[src/rtl/ip_hdr_assembler_arb.sv]
// Packet-granular round-robin arbiter that shares the IP header assembler between NUM_SRC tx engines.
// Optional per-source granted-packet counters are built when IP_HDR_ASSEMBLER_ARB_STATS_EN is defined.
package ip_hdr_assembler_arb_pkg;
  localparam int unsigned IP_ADDR_W       = 32;
  localparam int unsigned TOT_LEN_W       = 16;
  localparam int unsigned PROTOCOL_W      = 8;
  localparam int unsigned MAC_INTERFACE_W = 64;
  localparam int unsigned MAC_PADBYTES_W  = $clog2(MAC_INTERFACE_W / 8);
  localparam int unsigned PKT_CNT_W       = 32;

  typedef struct packed {
    logic [31:0] pkt_start;
    logic [31:0] req_time;
  } tracker_stats_struct;
endpackage

module ip_hdr_assembler_arb
  import ip_hdr_assembler_arb_pkg::*;
#(
  parameter int unsigned NUM_SRC  = 2,
  parameter int unsigned SRC_ID_W = $clog2(NUM_SRC)
) (
  input  logic                                        clk,
  input  logic                                        rst_n,
  input  logic                [NUM_SRC-1:0]           src_arb_req_val,
  input  logic                [NUM_SRC-1:0][IP_ADDR_W-1:0]  src_arb_src_ip_addr,
  input  logic                [NUM_SRC-1:0][IP_ADDR_W-1:0]  src_arb_dst_ip_addr,
  input  logic                [NUM_SRC-1:0][TOT_LEN_W-1:0]  src_arb_data_payload_len,
  input  logic                [NUM_SRC-1:0][PROTOCOL_W-1:0] src_arb_protocol,
  input  tracker_stats_struct [NUM_SRC-1:0]           src_arb_timestamp,
  output logic                [NUM_SRC-1:0]           arb_src_req_rdy,
  input  logic                [NUM_SRC-1:0]           src_arb_data_val,
  input  logic                [NUM_SRC-1:0][MAC_INTERFACE_W-1:0] src_arb_data,
  input  logic                [NUM_SRC-1:0]           src_arb_data_last,
  input  logic                [NUM_SRC-1:0][MAC_PADBYTES_W-1:0]  src_arb_data_padbytes,
  output logic                [NUM_SRC-1:0]           arb_src_data_rdy,
  output logic                                        arb_asm_req_val,
  output logic                [IP_ADDR_W-1:0]         arb_asm_src_ip_addr,
  output logic                [IP_ADDR_W-1:0]         arb_asm_dst_ip_addr,
  output logic                [TOT_LEN_W-1:0]         arb_asm_data_payload_len,
  output logic                [PROTOCOL_W-1:0]        arb_asm_protocol,
  output tracker_stats_struct                         arb_asm_timestamp,
  input  logic                                        asm_arb_req_rdy,
  output logic                                        arb_asm_data_val,
  output logic                [MAC_INTERFACE_W-1:0]   arb_asm_data,
  output logic                                        arb_asm_data_last,
  output logic                [MAC_PADBYTES_W-1:0]    arb_asm_data_padbytes,
  input  logic                                        asm_arb_data_rdy,
  output logic                [SRC_ID_W-1:0]          arb_asm_src_id,
  output logic                [NUM_SRC-1:0][PKT_CNT_W-1:0] arb_pkt_cnt
);

  typedef enum logic [1:0] {
    IDLE     = 2'd0,
    HDR_OUT  = 2'd1,
    DATA_OUT = 2'd2
  } state_e;

  state_e              r_state;
  state_e              w_state_nxt;
  logic [SRC_ID_W-1:0] r_grant_id;
  logic [SRC_ID_W-1:0] w_grant_nxt;
  logic [SRC_ID_W-1:0] r_rr_ptr;
  logic [SRC_ID_W-1:0] w_rr_nxt;
  logic [SRC_ID_W-1:0] w_winner;
  logic                w_found;
  logic                w_req_hs;
  logic                w_last_hs;

  // First requester at or after rr_ptr, wrapping modulo NUM_SRC.
  always_comb begin : p_rr_pick
    int unsigned v_idx;
    v_idx    = 0;
    w_winner = r_rr_ptr;
    w_found  = 1'b0;
    for (int unsigned k = 0; k < NUM_SRC; k++) begin
      v_idx = (32'(r_rr_ptr) + k) % NUM_SRC;
      if (!w_found && src_arb_req_val[SRC_ID_W'(v_idx)]) begin
        w_winner = SRC_ID_W'(v_idx);
        w_found  = 1'b1;
      end
    end
  end

  assign w_req_hs  = (r_state == HDR_OUT) && src_arb_req_val[r_grant_id] && asm_arb_req_rdy;
  assign w_last_hs = (r_state == DATA_OUT) && src_arb_data_val[r_grant_id] && asm_arb_data_rdy
                     && src_arb_data_last[r_grant_id];

  always_ff @(posedge clk) begin : p_state_reg
    if (!rst_n) begin
      r_state    <= IDLE;
      r_grant_id <= '0;
      r_rr_ptr   <= '0;
    end else begin
      r_state    <= w_state_nxt;
      r_grant_id <= w_grant_nxt;
      r_rr_ptr   <= w_rr_nxt;
    end
  end

  always_comb begin : p_next_out
    w_state_nxt      = r_state;
    w_grant_nxt      = r_grant_id;
    w_rr_nxt         = r_rr_ptr;
    arb_asm_req_val  = 1'b0;
    arb_src_req_rdy  = '0;
    arb_asm_data_val = 1'b0;
    arb_src_data_rdy = '0;
    unique case (r_state)
      IDLE: begin
        if (w_found) begin
          w_grant_nxt = w_winner;
          w_state_nxt = HDR_OUT;
        end
      end
      HDR_OUT: begin
        arb_asm_req_val             = src_arb_req_val[r_grant_id];
        arb_src_req_rdy[r_grant_id] = asm_arb_req_rdy;
        if (w_req_hs) w_state_nxt = DATA_OUT;
      end
      DATA_OUT: begin
        arb_asm_data_val             = src_arb_data_val[r_grant_id];
        arb_src_data_rdy[r_grant_id] = asm_arb_data_rdy;
        if (w_last_hs) begin
          w_rr_nxt    = (r_grant_id == SRC_ID_W'(NUM_SRC - 1)) ? '0 : r_grant_id + SRC_ID_W'(1);
          w_state_nxt = IDLE;
        end
      end
      default: w_state_nxt = IDLE;
    endcase
    // Handshakes must not be visible to either side while held in reset.
    if (!rst_n) begin
      arb_asm_req_val  = 1'b0;
      arb_src_req_rdy  = '0;
      arb_asm_data_val = 1'b0;
      arb_src_data_rdy = '0;
    end
  end

  assign arb_asm_src_ip_addr      = src_arb_src_ip_addr[r_grant_id];
  assign arb_asm_dst_ip_addr      = src_arb_dst_ip_addr[r_grant_id];
  assign arb_asm_data_payload_len = src_arb_data_payload_len[r_grant_id];
  assign arb_asm_protocol         = src_arb_protocol[r_grant_id];
  assign arb_asm_timestamp        = src_arb_timestamp[r_grant_id];
  assign arb_asm_data             = src_arb_data[r_grant_id];
  assign arb_asm_data_last        = src_arb_data_last[r_grant_id];
  assign arb_asm_data_padbytes    = src_arb_data_padbytes[r_grant_id];
  assign arb_asm_src_id           = r_grant_id;

`ifdef IP_HDR_ASSEMBLER_ARB_STATS_EN
  logic [NUM_SRC-1:0][PKT_CNT_W-1:0] r_pkt_cnt;

  // One count per accepted header request; wraps naturally.
  always_ff @(posedge clk) begin : p_pkt_cnt
    if (!rst_n) begin
      r_pkt_cnt <= '0;
    end else if (w_req_hs) begin
      r_pkt_cnt[r_grant_id] <= r_pkt_cnt[r_grant_id] + PKT_CNT_W'(1);
    end
  end

  assign arb_pkt_cnt = r_pkt_cnt;
`else
  assign arb_pkt_cnt = '0;
`endif

endmodule
[config.mk]
export PLATFORM = sky130hd
export DESIGN_NAME = ip_hdr_assembler_arb
export DESIGN_NICKNAME = d
export VERILOG_FILES = /design/src/rtl/ip_hdr_assembler_arb.sv
export SDC_FILE = /design/constraint.sdc
export NUM_CORES = 1
export LEC_CHECK = 0
export CAP_MARGIN = 20
export CORE_AREA = 5 5 283 285
export DETAILED_ROUTE_END_ITERATION = 6
export DIE_AREA = 0 0 288 290
export HOLD_SLACK_MARGIN = 0.06
export PLACE_DENSITY_LB_ADDON = 0.3
export SLEW_MARGIN = 40
export SYNTH_ARGS = -nofsm -noshare
export SYNTH_HDL_FRONTEND = slang
export SYNTH_SLANG_ARGS = --single-unit
[constraint.sdc]
create_clock -name clk -period 1.67 [get_ports clk]
set_input_delay 0.334 -clock clk [delete_from_list [all_inputs] [get_ports clk]]
set_output_delay 0.334 -clock clk [all_outputs]
set_load 0.03 [all_outputs]
; After elaboration in Yosys (flattened, before gate mapping)
; Index checks and enable logic that the tools add are counted.
[totals]
regBits = 4
in_bits = 448
out_inout_bits = 291
elab_cells = 70
[op_classes]
n_addsub = 2
order_cmp = 4
n_eq_ne = 5
muxes = 42
bitwise = 2
reduce_logical = 12
[op_table]
columns = cell, count
row1 = 2-to-1 mux 64 bit, 4
row2 = 2-to-1 mux 32 bit, 4
row3 = 2-to-1 mux 16 bit, 2
row4 = 2-to-1 mux 1 bit, 19
row5 = 2-to-1 mux 8 bit, 2
row6 = 2-to-1 mux 2 bit, 7
row7 = logical AND 1 bit, 7
row8 = "< comparator 1 x 2 -> 1 bit, second input constant", 3
row9 = 2-to-1 mux 3 bit, 2
row10 = "inequality test 2 bit, second input constant", 3
row11 = one-hot mux 2 bit (3 select lines), 1
row12 = bitwise AND 2 bit, 2
row13 = AND reduction 2 bit, 2
row14 = AND reduction 3 bit, 1
row15 = "adder 1 bit, second input constant", 2
row16 = "equality test 2 x 1 -> 1 bit, second input constant", 1
row17 = "equality test 2 bit, second input constant", 1
row18 = zero test 2 bit, 1
row19 = demux 1 bit (select 1 bit), 1
row20 = "greater-or-equal comparator 1 bit, second input constant", 1
row21 = zero test 1 bit, 1

; Longest topological paths before layout
[depth]
depth_word = 8
ltp_mapped = 5

; Least setup slack after synthesis
; Ideal clock, no wire load.
[synth_path]
kind = flip-flop to output port
from = register r_grant_id (netlist: arb_asm_src_id)
to = output port arb_asm_req_val
t_arrival_ns = 1.790
required_time_ns = 1.336
path_slack_ns = -0.454
path_stages_with_launch = 4
n_path_buf = 1
path_cell_list = dfxtp_1 > buf_6 > mux2i_1 > nor4bb_1
[synth_between]
elab_chain_cells = 4
[synth_lines]
columns = item, line
row1 = from (decl), 61  ; logic [SRC_ID_W-1:0] r_grant_id;
row2 = from (signal assigned), 96  ; r_grant_id <= w_grant_nxt;
row3 = 2-to-1 mux 1 bit (implied by the code) (2 in series), 117  ; arb_asm_req_val = src_arb_req_val[r_grant_id];
row4 = 2-to-1 mux 1 bit, 109  ; unique case (r_state)
row5 = 2-to-1 mux 1 bit, 132  ; if (!rst_n) begin
row6 = to (decl), 37  ; output logic arb_asm_req_val,
; No other way between the ends. The select of a mux whose other input is x is not followed.

; Worst setup path in the final report
[layout_path]
from = register r_grant_id (netlist: arb_asm_src_id)
to = output port arb_asm_src_ip_addr[18]
[layout_between]
elab_chain_cells = 2
[layout_lines]
columns = item, line
row1 = 2-to-1 mux 32 bit (implied by the code) (2 in series), 140  ; assign arb_asm_src_ip_addr = src_arb_src_ip_addr[r_grant_id];
row2 = to (decl), 38  ; output logic [IP_ADDR_W-1:0] arb_asm_src_ip_addr,
; No other way between the ends. The select of a mux whose other input is x is not followed.

==> results.cfg <==
[status]
status = finished with violations
violations = negative setup slack

[critical_path]
cp.required_ns = 1.34
r2r_end = r_rr_ptr
start_kind = register
crit_type = reg -> out
r2r_setup_slack_ns = -0.01
critical_path_arrival_ns = 1.69
reg2reg_depth = 7
r2r-start = arb_asm_src_id
cp_max_fo = 8
end_kind = output port

[sta]
finalSetupTns_ns = -51.68
fin_crit_sh_pct = 121
max_clock_freq_ghz = 0.495
hold_viol = 0
finalSetupViolations = 227
period_minus_slack_ns = 2.02
drv_slew = 0
worst_slack_ns = -0.351
rsz0062_at_grt = true
holdWs_ns = 0.456
clock_skew_ns = 0.00522

[grt]
grt_max_degree = 25
grt_pass1_vias = 6548
grt.overflow.total = 0
track_usage_pct = 9.37
antenna_found_initial = 4
grt_pass1_wl_mm = 54.6

[place]
placed_area_sq_um = 11600
pre_cts_ws_ns = -0.377
placed_cells = 2065
dpl.hpwl_mm = 39.2
gp_congestion = 0.817
portBuffers = 674

[detailed_routing]
ant_nets = 0
routed_wl_mm = 44.7
first_iter_violations = 70
via_per_inst = 2.67
drc = 0
vias = 5699
routedWlPerCell_um = 20.9
dr.pass1.iters = 4

[yosys]
synth_edf_count = 0
syn_area_sq_um = 3890
yosys_warnings = 0
ys_ff_latch = 4
synth_cells = 340
yosysUniqueCellTypes = 22
seq_area_frac_synth_pct = 2.06
postSynthAreaPerCell_sq_um = 11.4
async_flop_share_pct = 0
synth_ff_type = dfxtp_1

[worst_hold_path]
hold_path.class = reg -> reg
hold_path_depth = 2
min_from = r_rr_ptr
hold_path_end = r_rr_ptr

[cells_and_area]
design_area_sq_um = 13700
drive_above_1_share_pct = 51.8
fin_nets = 1546
fin_util_pct = 17.8
area_growth_pct = 253
fin_cells = 2138

[pwr]
ir_drop_mv = 0.221
leakagePower_nw = 5.72
power.density_nw_per_um2 = 410
total_power_mw = 5.63

[floorplanning]
die_w_um = 288
start_util_pct = 5.04
die_h_um = 290
dieArea_sq_um = 83500
ioPinCount = 739
rows = 102
core_area_sq_um = 77100

[cts]
cts_made_buffers = 3
cts-root-buf = clkbuf_16
cts_tree = built
cts_sinks = 4
clk_pin_slew_ns = 0.04
htreeDepth = 1
clockBufferDepth = 2
clock_latency_ns = 0.23

[job]
drv_cap = 0
[layer usage]
metal	vias up	wire [um]	GRT usage, %	share of wire, %
met3	18	6850	5.71	15
met2	429	25200	19.7	56
li1	2629	-	-	-
met5	-	0	0	0
met4	0	372	0.424	0.83
met1	2623	12300	7.55	28
[cell type report]
cell class	count	area, sq um
fill	8581	63400
timing repair buffer	779	8550
multi-input combinational	310	3700
tap	1040	1300
sequential	4	83.8
clock buffer	4	78.8
antenna	1	2.50
[layout by cell type, fill, tap and decap left out]
master	n
nor2b_2	1
a31o_1	1
clkdlybuf4s50_1	446
nand2b_1	1
and3_1	1
dlymetal6s2s_1	1
nor4bb_4	1
o32ai_1	1
clkbuf_1	1
mux2_4	192
a21boi_0	1
buf_4	64
o21a_1	1
dfxtp_1	3
buf_6	195
conb_1	64
nand2_4	1
clkbuf_16	10
nand3b_1	1
nand4b_4	1
mux2_2	28
mux2i_2	1
nor3b_1	2
nor2_4	3
diode_2	1
nand2b_4	1
mux2i_1	1
buf_12	36
nand2_1	3
buf_8	19
and3b_2	1
dfxtp_4	1
buf_16	7
mux2i_4	1
nor2_2	1
nor2_1	1
buf_2	4
[worst max-delay path by stage]
stage / start / to / slack, ns / depth (start not counted)
4_1_cts: arb_asm_src_id / arb_asm_src_ip_addr[0] / -0.40 / 4
5_1_grt: arb_asm_src_id / arb_asm_src_ip_addr[18] / -0.41 / 5
6_report: arb_asm_src_id / arb_asm_src_ip_addr[18] / -0.35 / 5
3_5_place_dp: src_arb_data[15] / arb_asm_data[15] / -0.38 / 3
2_1_floorplan: arb_asm_src_id / arb_src_data_rdy[1] / -0.03 / 5
3_3_place_gp: src_arb_data[15] / arb_asm_data[15] / -0.39 / 3
[flip-flops by register name, indices dropped and copies added (netlist names)]
| name | flops |
|---|---|
| arb_asm_src_id | 1 |
| r_rr_ptr | 1 |
| r_state | 2 |
[synthesized netlist by cell type (2+ instances only)]
master / n / area share (%)
mux2_2: 110 / 32
mux2_4: 110 / 42
buf_4: 64 / 12
buf_6: 21 / 6.1
nor2_1: 5 / 0.48
buf_2: 4 / 0.51
dfxtp_1: 4 / 2.1
nand2_1: 4 / 0.39
mux2i_1: 3 / 0.77
nand2b_1: 2 / 0.32
nor3b_1: 2 / 0.39
[power by group]
group | switching (mW) | total (mW) | internal [mW]
clock | 0.0847 | 0.402 | 0.317
sequential | 0.0125 | 0.114 | 0.101
combinational | 2.31 | 5.11 | 2.80
[logic make-up after synthesis]
group / after synthesis / share of synthesized area (%)
AO/OA/AOI/OAI: 4 / 0.837
multiplexers: 223 / 75.1
buffers and inverters: 89 / 19.0
flip-flops: 4 / 2.06
AND/OR/NAND/NOR: 19 / 2.96
other: 1 / 0.0964
[worst max-delay path, stage by stage (launching register included)]
cell and delay (ns):
dfxtp_4 0.46, buf_12 0.20, buf_12 0.16, clkbuf_16 0.15
mux2_4 0.32, buf_6 0.15
[what timing repair did]
item                                    in CTS  in global routing
hold buffers                                 0                  0
endpoints found under the setup margin     228                230
pin swaps                                    0                  4
gates resized for setup                    407                388
buffers inserted                            15                 44
gates cloned                                 5                  8
(Power assumes the default switching activity.)
